## src/rtl/sha256_round_ctrl_if.sv

```systemverilog
// ---------------------------------------------------------------------------
// sha256_round_ctrl_if
//   Handshake bundle of the SHA-256 round controller.
//   blk_valid    : upstream has a padded 512-bit block ready
//   blk_first    : qualifies blk_valid, first block of a message
//   blk_last     : qualifies blk_valid, last block of a message
//   blk_ready    : controller can accept a block
//   digest_valid : H holds the final digest
//   digest_ready : consumer takes the digest
//   Modports:
//     master : block producer / digest consumer side
//     slave  : controller side
// ---------------------------------------------------------------------------
interface sha256_round_ctrl_if;
   logic blk_valid;
   logic blk_first;
   logic blk_last;
   logic blk_ready;
   logic digest_valid;
   logic digest_ready;

   modport master (
      output blk_valid, blk_first, blk_last, digest_ready,
      input  blk_ready, digest_valid
   );

   modport slave (
      input  blk_valid, blk_first, blk_last, digest_ready,
      output blk_ready, digest_valid
   );
endinterface

```

## src/rtl/sha256_round_ctrl.sv

```systemverilog
// ---------------------------------------------------------------------------
// sha256_round_ctrl
//   Sequencing controller for the SHA-256 compression datapath. It never
//   touches block or digest data; it only issues the datapath strobes.
//   Per block: LOAD (1 cycle), ROUND (ROUNDS cycles), ADD (1 cycle), then
//   either back to IDLE (more blocks follow) or DONE (digest offered).
//
//   Ports:
//     CLK        : clock, rising edge
//     nreset     : asynchronous active-low reset
//     bus        : block intake and digest handshakes (slave modport)
//     init_h     : datapath loads H0..H7 (and a..h) from the IVs
//     load_w     : datapath latches the block into W, loads a..h
//     round_en   : datapath executes one compression round
//     round_idx  : current round, k_lut address; 0 outside ROUND
//     w_from_msg : round uses the message word (round_idx < 16)
//     add_en     : datapath performs H[i] += working var
//     err_seq    : one-cycle pulse, continuation block with no open message
//     busy       : controller is not in IDLE
//   All outputs are registers or decode registers only; no input reaches an
//   output combinationally.
// ---------------------------------------------------------------------------
module sha256_round_ctrl #(
   parameter int ROUNDS = 64,
   parameter int IDX_W  = 6
) (
   input  logic               CLK,
   input  logic               nreset,
   sha256_round_ctrl_if.slave bus,
   output logic               init_h,
   output logic               load_w,
   output logic               round_en,
   output logic [IDX_W-1:0]   round_idx,
   output logic               w_from_msg,
   output logic               add_en,
   output logic               err_seq,
   output logic               busy
);

   typedef enum logic [2:0] {
      IDLE,
      LOAD,
      ROUND,
      ADD,
      DONE
   } state_t;

   localparam logic [IDX_W-1:0] LAST_IDX  = IDX_W'(ROUNDS - 1);
   localparam int               MSG_WORDS = 16;

   state_t state;
   logic   msg_open;   // a message has started and its last block is not yet added
   logic   first_q;    // accepted block starts a message: H comes from the IVs
   logic   last_q;     // accepted block ends its message: digest follows ADD

   // load_w is high only during LOAD, so this is init_h = (state==LOAD) & first_q.
   assign init_h = load_w & first_q;

   // NOTE: sequential state is written with non-blocking assignments only, so
   // every branch below sees the values from before this clock edge.
   always_ff @(posedge CLK or negedge nreset) begin
      if (!nreset) begin
         state            <= IDLE;
         round_idx        <= '0;
         msg_open         <= 1'b0;
         first_q          <= 1'b0;
         last_q           <= 1'b0;
         bus.blk_ready    <= 1'b1;
         bus.digest_valid <= 1'b0;
         load_w           <= 1'b0;
         round_en         <= 1'b0;
         w_from_msg       <= 1'b0;
         add_en           <= 1'b0;
         err_seq          <= 1'b0;
         busy             <= 1'b0;
      end else begin
         // NOTE: single-cycle strobes get a default clear every edge; only the
         // state that wants them high for the next cycle sets them again.
         load_w  <= 1'b0;
         add_en  <= 1'b0;
         err_seq <= 1'b0;

         case (state)
            IDLE: begin
               if (bus.blk_valid) begin
                  // A continuation block with no open message is treated as
                  // a first block and flagged; a first block while a message
                  // is open simply restarts it.
                  first_q       <= bus.blk_first | ~msg_open;
                  last_q        <= bus.blk_last;
                  err_seq       <= ~bus.blk_first & ~msg_open;
                  load_w        <= 1'b1;
                  bus.blk_ready <= 1'b0;
                  busy          <= 1'b1;
                  state         <= LOAD;
               end
            end

            LOAD: begin
               msg_open   <= 1'b1;
               round_idx  <= '0;
               round_en   <= 1'b1;
               w_from_msg <= 1'b1;     // round 0 always takes a message word
               state      <= ROUND;
            end

            ROUND: begin
               if (round_idx == LAST_IDX) begin
                  round_idx  <= '0;
                  round_en   <= 1'b0;
                  w_from_msg <= 1'b0;
                  add_en     <= 1'b1;
                  state      <= ADD;
               end else begin
                  round_idx  <= round_idx + 1'b1;
                  // Registered one cycle early: flag for the round about to run.
                  w_from_msg <= (int'(round_idx) + 1) < MSG_WORDS;
               end
            end

            ADD: begin
               if (last_q) begin
                  msg_open         <= 1'b0;
                  bus.digest_valid <= 1'b1;
                  state            <= DONE;
               end else begin
                  bus.blk_ready <= 1'b1;
                  busy          <= 1'b0;
                  state         <= IDLE;
               end
            end

            DONE: begin
               if (bus.digest_ready) begin
                  bus.digest_valid <= 1'b0;
                  bus.blk_ready    <= 1'b1;
                  busy             <= 1'b0;
                  state            <= IDLE;
               end
            end

            default: begin
               // Unreachable encodings fall back to a clean IDLE.
               round_idx        <= '0;
               round_en         <= 1'b0;
               w_from_msg       <= 1'b0;
               bus.digest_valid <= 1'b0;
               bus.blk_ready    <= 1'b1;
               busy             <= 1'b0;
               state            <= IDLE;
            end
         endcase
      end
   end

endmodule

```

## src/flat_wrapper.sv

```systemverilog
// flat-port wrapper written by rule: the top's interface ports become plain ports
module sha256_round_ctrl_flat 
#(
   parameter int ROUNDS = 64,
   parameter int IDX_W  = 6
)
  (CLK, nreset, init_h, load_w, round_en, round_idx, w_from_msg, add_en, err_seq, busy, bus_blk_valid, bus_blk_first, bus_blk_last, bus_digest_ready, bus_blk_ready, bus_digest_valid);
  sha256_round_ctrl_if bus_i ();
  input  logic CLK;
  input  logic nreset;
  output logic init_h;
  output logic load_w;
  output logic round_en;
  output logic [IDX_W-1:0] round_idx;
  output logic w_from_msg;
  output logic add_en;
  output logic err_seq;
  output logic busy;
  input wire logic [$bits(bus_i.blk_valid)-1:0] bus_blk_valid;
  input wire logic [$bits(bus_i.blk_first)-1:0] bus_blk_first;
  input wire logic [$bits(bus_i.blk_last)-1:0] bus_blk_last;
  input wire logic [$bits(bus_i.digest_ready)-1:0] bus_digest_ready;
  output wire logic [$bits(bus_i.blk_ready)-1:0] bus_blk_ready;
  output wire logic [$bits(bus_i.digest_valid)-1:0] bus_digest_valid;
  assign bus_i.blk_valid = bus_blk_valid;
  assign bus_i.blk_first = bus_blk_first;
  assign bus_i.blk_last = bus_blk_last;
  assign bus_i.digest_ready = bus_digest_ready;
  assign bus_blk_ready = bus_i.blk_ready;
  assign bus_digest_valid = bus_i.digest_valid;
  sha256_round_ctrl #(.ROUNDS(ROUNDS), .IDX_W(IDX_W)) u_core (.CLK(CLK), .nreset(nreset), .bus(bus_i), .init_h(init_h), .load_w(load_w), .round_en(round_en), .round_idx(round_idx), .w_from_msg(w_from_msg), .add_en(add_en), .err_seq(err_seq), .busy(busy));
endmodule
```

## config.mk

```make
export PLATFORM = sky130hd
export DESIGN_NAME = sha256_round_ctrl_flat
export DESIGN_NICKNAME = d
export VERILOG_FILES = /design/src/rtl/sha256_round_ctrl_if.sv /design/src/rtl/sha256_round_ctrl.sv /design/src/flat_wrapper.sv
export SDC_FILE = /design/constraint.sdc
export NUM_CORES = 1
export LEC_CHECK = 0
export ABC_AREA = 1
export CORE_UTILIZATION = 42
export DETAILED_ROUTE_END_ITERATION = 10
export PLACE_DENSITY_LB_ADDON = 0.3
export SYNTH_ARGS = -nofsm -noshare
export SYNTH_HDL_FRONTEND = slang
export SYNTH_SLANG_ARGS = --single-unit
```

## constraint.sdc

```tcl
create_clock -name CLK -period 3.6 [get_ports CLK]
set_input_delay 0.72 -clock CLK [delete_from_list [all_inputs] [get_ports CLK]]
set_output_delay 0.72 -clock CLK [all_outputs]
set_load 0.05 [all_outputs]
```

After elaboration in Yosys (flattened, before gate mapping) --
Cells that the tools add are included.
Word-level totals: input bits 6, word-level logic and storage cells 74, bits in registers 20, output and inout bits 15
Cells by class: eq/ne operators 10, $lt $le $gt $ge 1, reduce and logical (&&, ||, !) cells 11, mux-type cells 29, add/sub/neg operators 2, bitwise logic cells 8
Operator list (number):
- 32-bit by 6-bit < comparator with 1-bit output (second input constant) | 1
- 1-bit two-way mux | 16
- 3-bit one-hot mux with 5 select lines | 1
- 3-bit two-way mux | 4
- 6-bit one-hot mux with 2 select lines | 1
- 1-bit one-hot mux with 3 select lines | 3
- 1-bit one-hot mux with 4 select lines | 2
- 6-bit by 1-bit adder with 7-bit output (second input constant) | 1
- 6-bit by 1-bit adder with 6-bit output (second input constant) | 1
- 3-bit by 2-bit == test with 1-bit output (second input constant) | 2
- 6-bit == test (second input constant) | 1
- 6-bit two-way mux | 1
- 2-bit inequality test (second input constant) | 3
- 2-bit AND reduction | 3
- 3-bit AND reduction | 2
- 3-bit OR reduction | 2
- 1-bit NOT | 5
- 2-bit by 1-bit inequality test with 1-bit output (second input constant) | 2
- 4-bit AND reduction | 1
- 3-bit by 1-bit == test with 1-bit output (second input constant) | 1
- 3-bit == test (second input constant) | 1
- 3-bit logical NOT | 1
- 1-bit bitwise AND | 2
- 1-bit one-hot mux with 2 select lines | 1
- 3 further kinds | 3

Depth between registers and ports, before layout --
Gate-level depths: netlist of the first run.
depth after elaboration 4, mapped depth 8, gate-level depth less buffers 8

Least setup slack after synthesis of the first run --
OpenSTA, ideal clock, no wires.
kind reg-to-output, start register u_core.load_w, end output port init_h, arrival time 1023 ps, setup slack 1857 ps, stages on the path, launching flop included 3, path buffers 0, data required time 2880 ps, cells stage by stage dfrtp_1 > nand2_1 > inv_1
Between the ends: longest elaborated chain between the ends 1
Ends and longest elaborated chain:
- start, declared | RTL line sha256_round_ctrl.sv:31 | output logic load_w,
- start signal, assigned | RTL line sha256_round_ctrl.sv:70 | load_w <= 1'b0;
- start signal, assigned | RTL line sha256_round_ctrl.sv:79 | load_w <= 1'b0;
- start signal, assigned | RTL line sha256_round_ctrl.sv:92 | load_w <= 1'b1;
- 1-bit bitwise AND | RTL line sha256_round_ctrl.sv:57 | assign init_h = load_w & first_q;
- end, declared | RTL line flat_wrapper.sv:11 | output logic init_h;
Every way passes these cells.

Worst setup path after layout of the first run --
start register u_core.bus.blk_ready, end output port bus_blk_ready
RTL lines:
- start, declared | RTL line sha256_round_ctrl_if.sv:29 | output blk_ready, digest_valid
- start signal, assigned | RTL line sha256_round_ctrl.sv:68 | bus.blk_ready <= 1'b1;
- start signal, assigned | RTL line sha256_round_ctrl.sv:93 | bus.blk_ready <= 1'b0;
- start signal, assigned | RTL line sha256_round_ctrl.sv:127 | bus.blk_ready <= 1'b1;
- end, declared | RTL line flat_wrapper.sv:23 | output wire logic [$bits(bus_i.blk_ready)-1:0] bus_blk_ready;
No word-level cell between the ends.

==> run metrics, run 1 <==
status finished, final reports clean; arrival time worst endpoint 1.64 ns; Vias/cell 4.82; vias in the first global route ~720; Starting Density roughly 46%; CTS H-tree depth 1; CTS tree yes; layout cells sized above 1 roughly 15%; dpl cells 153; sequential cell area fraction in the yosys report roughly 55%; Slowest-stage cell, CP clkdlybuf4s50_1; RSZ-0062 raised after global routing no; critical path's largest stage delay 0.79 ns; area share of the largest cell type after synthesis a little over 50%; Post-DP Area between 1000 and 1500 um2; row cnt 16; crit path launch type flop; Post-synth EDFFs 0; CP Buf/Inv Count 1; final setup fails 0; Least-Margin Pin Slew 0.848 ns; Mapped Avg Cell Area approximately 8.7 um2; Static Leak 0.581 nW; delay-heaviest family, CP buffers and inverters; first-pass GRT wire length around 3000 um; DR WL met3 66 um; hpwl dp about 1300 um; Antenna diodes 0; minimum clock period after layout 2.36 ns; PnR worst setup slack 1.24 ns; Place WS 1.58 ns; commonest cells in the synthesized netlist nand2_1, dfrtp_1, inv_1; drt pass-1 iters 4; final max-slew violation count 0; pin count of the biggest net entering global routing 21; cell accounting for the most synthesized area dfrtp_1; CTS root buf clkbuf_4; worst min path class reg2reg; Finished Layout Cells between 150 and 200; Crit. End Element output pin; top_reg_cell synth dfrtp_1; gp weighted congestion ~0.86; Gate Count Post-Synth 106; most common cell in the synthesized netlist nand2_1; Hold Slack approximately 0.48 ns; Max Used Layer met4; critical path depth 1; Crit Path Class reg2out; CP Launch Point u_core.bus.blk_ready; Detailed Route WL around 1700 um; total track usage approximately 17%; Core Util, Final around three fifths; DIE AREA between 2000 and 2500 um2; CP endpoint bus_blk_ready; I/O pins 21; Port Buffers 20; Worst-path clk slew around 0.1 ns; Avg WL per Cell approximately 11 um; post-route cell area about 1200 um2; CORE AREA roughly 2000 um2; mapped cell area approximately 900 um2; met1 WL about 750 um; worst reg2reg path endpoint u_core.w_from_msg; initial antenna violation count 0; VDD IR max between 500 and 600 uV; post-CTS sizing 0; Num CTS Buffers 3; FFs w/ async S/R, synth 100%; Die Wd approximately 50 um; r2r worst-path depth 8; crit-path cells clkdlybuf4s50_1; Starting DRT DRC Count 9; Yosys reg bits 20; die height slightly below 50 um; Clock Sinks 20; worst r2r src u_core.round_idx[0]; Fmax achieved 0.424 GHz; Post-CTS Setup Inserts 0; CP required approximately 2.9 ns; Layout area overhead 31.2%; Fin. Hold Viols 0; Hold Buf Count CTS 0; max-cap viol count 0; Nets between 100 and 150; synth warn 0; Post-Synthesis Net Count around 110; setup TNS 0 ns; power per cell area around 950 nW/um2; met2 routed WL between 800 and 900 um; Overflow after GRT 0; total power draw 1.14 mW; R2R Setup Slk roughly 2.3 ns; top cells by area, synth dfrtp_1, nand2_1, inv_1, nand3_1, o21ai_0; DR vias approximately 760; Max transition margin between 40% and 50%; skew final between 0.008 and 0.009 ns; # DRC 0; Tcrit/Tclk final between 60% and 70%; worst skew pair latency ~0.3 ns; worst-path fanout max 2; Distinct cells, synth 23; Max Buffers Root-to-Sink 2; Post-DRT Antenna Nets 0
## report_power, final
part	total [mW]	switching (mW)	internal [mW]
combinational	0.582	0.390	0.192
sequential	0.377	0.0672	0.310
clock	0.180	0.0673	0.113
total	1.14	0.524	0.614
## state kept, by name (all words and copies together) (netlist names)
| name | flops |
|---|---|
| u_core.first_q | 1 |
| u_core.last_q | 1 |
| u_core.add_en | 1 |
| u_core.state | 3 |
| u_core.bus.blk_ready | 1 |
| u_core.err_seq | 1 |
| u_core.round_en | 1 |
| u_core.bus.digest_valid | 1 |
| u_core.msg_open | 1 |
| u_core.w_from_msg | 1 |
| u_core.round_idx | 6 |
| u_core.busy | 1 |
| u_core.load_w | 1 |
## worst reg2reg max path, delay by kind of cell, from the launching register on
kind,cells,cell delay (ns)
AND/OR/NAND/NOR,6,0.49
adder cells (fa/ha/maj),1,0.26
buffers and inverters,1,0.05
flip-flops,1,0.44
## cell usage in the layout (no fill, tap or decap), drive strengths merged, types with 2 or more instances in the layout
master | Yosys | layout
dfrtp | 19 | 19
inv | 14 | 14
clkbuf | 0 | 3
o21ai | 7 | 7
a21oi | 2 | 2
nand3 | 8 | 8
nand2 | 35 | 35
nor3 | 2 | 2
nand4 | 2 | 2
clkdlybuf4s50 | 0 | 20
nor2 | 11 | 11
## how the worst min path moves through the flow
stage | from | end | cells past startpoint
after global placement | u_core.bus.digest_valid | u_core.bus.digest_valid | 2
final | u_core.bus.digest_valid | u_core.bus.digest_valid | 2
after floorplan | nreset | u_core.add_en | 0
after global routing | u_core.msg_open | u_core.err_seq | 1
after CTS | u_core.bus.digest_valid | u_core.bus.digest_valid | 2
after detailed placement | u_core.bus.digest_valid | u_core.bus.digest_valid | 2
## layout make-up
cell class                 instances  area [um2]
clock inverter                     1        30.0
inverter                          14        55.1
multi-input combinational         72         360
timing repair buffer              20         200
fill                             179         798
sequential                        20         502
clock buffer                       3        22.5
tap                               27        33.8
## per-layer routing
layer / GRT usage [%] / vias up
met5: 0 / -
met4: 8.82 / 0
met3: 3.14 / 5
met2: 29.2 / 16
met1: 19.3 / 349
li1: - / 387
## kinds of logic (layout without fill, tap and decap cells)
| logic type | count (synthesis) | count (layout) | share of synthesized area, % |
|---|---|---|---|
| and+or+nand+nor | 59 | 59 | 30.4 |
| adders and majority gates | 1 | 1 | 1.36 |
| DFF | 20 | 20 | 54.7 |
| buffers and inverters | 14 | 38 | 6.00 |
| AOI/OAI and AO/OA | 12 | 12 | 7.50 |
Note: power is estimated with default switching activity, not from simulation.
==> inputs of run 2 (changes only) <==
- clock period: 3.6 -> 2.2 ns (I/O delays scaled with it)
==> run 2 against run 1 <==
Sequential cell count did not move. Clock power increased by 14%. Register-to-register slack lost 1.4 ns. Critical path depth unchanged. Global-route usage rose by 0.47 points.
==> run metrics, run 2 (same netlist as run 1, synthesis figures left out) <==
Worst-path clk slew 0.11 ns (was 0.10 ns); worst min path class in2async (was reg2reg); CP Buf/Inv Count 1 (unchanged); initial antenna violation count 0 (unchanged); status finished, final reports clean (unchanged); Multi-input gate area 360 um2 (unchanged); Crit. End Element output pin (unchanged); crit path launch type flop (unchanged); CTS H-tree depth 1 (unchanged); Largest regs u_core.round_idx: 6 flops, u_core.state: 3 flops (unchanged); CTS tree yes (unchanged); Tcrit/Tclk final a little over nine tenths; R2R Setup Slk 0.91 ns (was 2.30 ns); Overflow after GRT 0 (unchanged); final max-slew violation count 0 (unchanged); # DRC 0 (unchanged); commonest non-fill, non-tap cell in the layout nand2_1 (unchanged); I/O pins 21 (unchanged); Fin. Hold Viols 0 (unchanged); max-cap viol count 0 (unchanged); Max transition margin 65.4% (was 43.3%); Starting Density 45.8% (unchanged); Detailed Route WL 1710 um (was 1660 um); row cnt 16 (unchanged); Antenna diodes 0 (unchanged); total track usage 17.2% (was 16.7%); Fmax achieved between 0.4 and 0.5 GHz; CORE AREA 2000 um2 (unchanged); RSZ-0062 raised after global routing no (unchanged); Avg WL per Cell 10.8 um (was 10.6 um); worst-path fanout max 2 (unchanged); crit-path cells clkdlybuf4s50_1 (unchanged); Starting DRT DRC Count 18 (was 9); arrival time worst endpoint 1.63 ns (was 1.64 ns); final setup fails 0 (unchanged); delay-heaviest family, CP buffers and inverters (unchanged); Hold Buf Count CTS 0 (unchanged); die height 48.7 um (unchanged); hpwl dp 1340 um (was 1330 um); Max Buffers Root-to-Sink 2 (unchanged); Layout area overhead 30.3% (was 31.2%); most frequent cells in the layout nand2_1, clkdlybuf4s50_1, dfrtp_1 (unchanged); layout cells sized above 1 15.3% (was 14.6%); Crit Path Class reg2out (unchanged); Die Wd 48.7 um (unchanged); post-CTS sizing 0 (unchanged); DIE AREA 2370 um2 (unchanged); Slowest-stage cell, CP clkdlybuf4s50_1 (unchanged); pin count of the biggest net entering global routing 21 (unchanged); fill cell total of the finished layout 180 (was 179); CTS root buf clkbuf_4 (unchanged); VDD IR max 927 uV (was 559 uV); first-pass GRT wire length 3120 um (was 3010 um); Top reg by flops u_core.round_idx (unchanged); Post-CTS Setup Inserts 0 (unchanged); Nets 139 (was 138); vias in the first global route 754 (was 721); Reg area 502 um2 (unchanged); minimum clock period after layout between 2 and 2.5 ns; drt pass-1 iters 4 (unchanged); Num CTS Buffers 3 (unchanged); Port Buffers 20 (unchanged); Clock Sinks 20 (unchanged); Least-Margin Pin Slew 0.517 ns (was 0.848 ns); Static Leak 0.579 nW (was 0.581 nW); skew final 0.00159 ns (was 0.00816 ns); gp weighted congestion 0.862 (was 0.858); Largest register FFs 6 (unchanged); critical path's largest stage delay 0.79 ns (about the same); DR vias 770 (was 757); CP required 1.76 ns (was 2.88 ns); Vias/cell 4.87 (was 4.82); power per cell area 1490 nW/um2 (was 946 nW/um2); Hold Slack 0.467 ns (was 0.480 ns); worst skew pair latency 0.29 ns (was 0.30 ns); Post-DRT Antenna Nets 0 (unchanged); setup TNS 0 ns (unchanged)
## run 2: cell count changes in the layout (fill, tap and decap cells not counted), sizes merged
cell    delta
buf        +1
bufinv     -1
clkbuf     +1
## run 2: metrics by stage
step / utilization, % / power [mW] / setup WS [ns] / area (um2) / instances
6_report: 59.7 / 1.78 / 0.130 / 1190 / 158
5_1_grt: 59.7 / 1.91 / 0.0873 / 1190 / 158
4_1_cts: 59.7 / 1.80 / 0.113 / 1190 / 158
3_5_place_dp: 57.9 / 1.59 / 0.460 / 1160 / 154
3_3_place_gp: 57.9 / 1.56 / 0.464 / 1160 / 154
2_1_floorplan: - / 1.30 / 0.662 / 917 / 106
## run 2: worst paths after layout
kind	from	cells past startpoint	end
min in group CLK	u_core.msg_open	1	u_core.err_seq
worst min-delay path	nreset	2	u_core.add_en
worst max-delay path	u_core.bus.blk_ready	1	bus_blk_ready
worst min register to register	u_core.msg_open	1	u_core.err_seq
max in group asynchronous	nreset	2	u_core.bus.blk_ready
worst max register to register	u_core.round_idx[0]	8	u_core.w_from_msg
## run 2: cell type report
| cell class | count | share of cell area, % |
|---|---|---|
| sequential | 20 | 42.0 |
| multi-input combinational | 72 | 30.2 |
| timing repair buffer | 21 | 17.4 |
| inverter | 14 | 4.61 |
| clock buffer | 4 | 3.04 |
| tap | 27 | 2.83 |
## run 2: report_power, final
group          switching, mW  internal [mW]  total [mW]
combinational          0.646          0.315       0.961
sequential             0.109          0.507       0.616
clock                  0.104          0.101       0.205
total                  0.860          0.923        1.78
## run 2: routing by layer
| layer | vias up | part of all wire [%] | wire length [um] | global-route usage (%) |
|---|---|---|---|---|
| met5 | - | 0 | 0 | 0 |
| met3 | 2 | 4.1 | 70 | 4.40 |
| met1 | 362 | 43 | 726 | 20.1 |
| li1 | 389 | - | - | - |
| met4 | 0 | 0.70 | 12 | 6.86 |
| met2 | 17 | 53 | 898 | 29.9 |
==> inputs of run 3 (changes only) <==
- MAX_ROUTING_LAYER: unset -> met4
==> run 3 against run 2 <==
Combinational power barely moved. Critical endpoint unchanged. Clock-buffer cell count did not move. Critical path type unchanged. Non-clock buffer count did not move.
==> run metrics, run 3 (same netlist as run 1, synthesis figures left out) <==
Post-DRT Antenna Nets 0 (unchanged); R2R Setup Slk 0.91 ns (about the same); final max-slew violation count 0 (unchanged); Starting DRT DRC Count 19 (was 18); Detailed Route WL 1710 um (about the same); r2r worst-path depth 8 (unchanged); worst-path fanout max 2 (unchanged); max-cap viol count 0 (unchanged); worst min path class in2async (unchanged); Crit. End Element output pin (unchanged); Antenna diodes 0 (unchanged); CTS root buf clkbuf_4 (unchanged); skew final 0.00154 ns (was 0.00159 ns); switching pwr 0.861 mW (was 0.860 mW); Static Leak 0.579 nW (unchanged); combinational power share 53.9% (about the same); worst reg2reg path endpoint u_core.w_from_msg (unchanged); Largest regs u_core.round_idx: 6 flops, u_core.state: 3 flops (unchanged); # DRC 0 (unchanged); post-CTS sizing 0 (unchanged); commonest non-fill, non-tap cell in the layout nand2_1 (unchanged); Crit Path Class reg2out (unchanged); Largest register FFs 6 (unchanged); met2 routed WL 870 um (was 898 um); Starting Density 45.8% (unchanged); Clock Sinks 20 (unchanged); arrival time worst endpoint 1.63 ns (about the same); Max Buffers Root-to-Sink 2 (unchanged); Vias/cell 4.89 (was 4.87); post-route cell area 1190 um2 (unchanged); hpwl dp 1340 um (unchanged); DR WL met3 75 um (was 70 um); total track usage 17.5% (was 17.2%); Flop pwr share 34.5% (was 34.6%); CTS tree yes (unchanged); initial antenna violation count 0 (unchanged); Die Wd 48.7 um (unchanged); layout cells sized above 1 15.3% (unchanged); Fin. Hold Viols 0 (unchanged); PnR worst setup slack 0.127 ns (was 0.130 ns); VDD IR max 926 uV (was 927 uV); switching share of power 48.3% (was 48.2%); CTS H-tree depth 1 (unchanged); Top reg by flops u_core.round_idx (unchanged); Tcrit/Tclk final 94.2% (was 94.1%); Worst-path clk slew 0.11 ns (about the same); delay-heaviest family, CP buffers and inverters (unchanged); DIE AREA 2370 um2 (unchanged); pin count of the biggest net entering global routing 21 (unchanged); Hold Buf Count CTS 0 (unchanged); critical path depth 1 (unchanged); Max transition margin 65.4% (about the same); crit-path cells clkdlybuf4s50_1 (unchanged); row cnt 16 (unchanged); Nets 139 (unchanged); critical path's largest stage delay 0.79 ns (about the same); most frequent cells in the layout nand2_1, clkdlybuf4s50_1, dfrtp_1 (unchanged); Overflow after GRT 0 (unchanged); worst r2r src u_core.round_idx[0] (unchanged); crit path launch type flop (unchanged); Clock power frac 11.6% (was 11.5%); RSZ-0062 raised after global routing no (unchanged); Num CTS Buffers 3 (unchanged); Max Used Layer met4 (unchanged); Core Util, Final 59.7% (unchanged); gp weighted congestion 0.876 (was 0.862); worst skew pair latency 0.29 ns (about the same); CP Buf/Inv Count 1 (unchanged); Fmax achieved 0.482 GHz (was 0.483 GHz); Avg WL per Cell 10.8 um (about the same); Port Buffers 20 (unchanged); Post-CTS Setup Inserts 0 (unchanged); power per cell area 1490 nW/um2 (about the same); CP required 1.76 ns (about the same); Layout area overhead 30.3% (unchanged); internal power 0.923 mW (about the same); minimum clock period after layout 2.07 ns (about the same); drt pass-1 iters 4 (unchanged); vias in the first global route 757 (was 754); first-pass GRT wire length 3110 um (was 3120 um); I/O pins 21 (unchanged); final setup fails 0 (unchanged); status finished, final reports clean (unchanged); met1 WL 725 um (was 726 um); setup TNS 0 ns (unchanged); Least-Margin Pin Slew 0.517 ns (about the same); Slowest-stage cell, CP clkdlybuf4s50_1 (unchanged); die height 48.7 um (unchanged); CORE AREA 2000 um2 (unchanged); Place WS 0.460 ns (unchanged); Post-DP Area 1160 um2 (unchanged); DR vias 773 (was 770)
==> run 3: cell counts in the layout (fill, tap and decap cells not counted) <==
No cell type changed its count.
==> run 3: metal layers <==
layer  vias to the layer above  GRT usage, %
met1                       361          20.1
met3                         6          3.46
met4                         0          6.86
met2                        18          29.9
li1                        388             -
met5                         -             -
==> run 3: cell type report <==
type / instances / area (um2)
multi-input combinational: 72 / 360
fill: 180 / 807
tap: 27 / 33.8
sequential: 20 / 502
inverter: 14 / 55.1
clock buffer: 4 / 36.3
timing repair buffer: 21 / 208
==> run 3: power groups by stage <==
stage          registers (mW)  clock network (mW)  logic [mW]
4_1_cts                 0.615               0.214       0.975
3_5_place_dp            0.620                   0       0.971
6_report                0.616               0.207       0.961
3_3_place_gp            0.615                   0       0.942
5_1_grt                 0.633               0.233        1.04
2_1_floorplan           0.878                   0       0.423
==> run 3: how the worst max path moves through the flow <==
| stage | to | start | slack, ns |
|---|---|---|---|
| global route | bus_blk_ready | u_core.bus.blk_ready | 0.09 |
| detailed placement | bus_blk_ready | u_core.bus.blk_ready | 0.46 |
| global placement | bus_blk_ready | u_core.bus.blk_ready | 0.46 |
| finish | bus_blk_ready | u_core.bus.blk_ready | 0.13 |
| CTS | bus_blk_ready | u_core.bus.blk_ready | 0.11 |
| floorplan | u_core.round_idx[3] | u_core.round_idx[0] | 0.66 |
==> run 3: per-stage QoR <==
step                      hold WS, ns  total power [mW]  std cells
final                           0.464              1.78        158
after global routing            0.509              1.91        158
after CTS                       0.469              1.80        158
after detailed placement        0.454              1.59        154
after global placement          0.454              1.56        154
after floorplan                 0.144              1.30        106
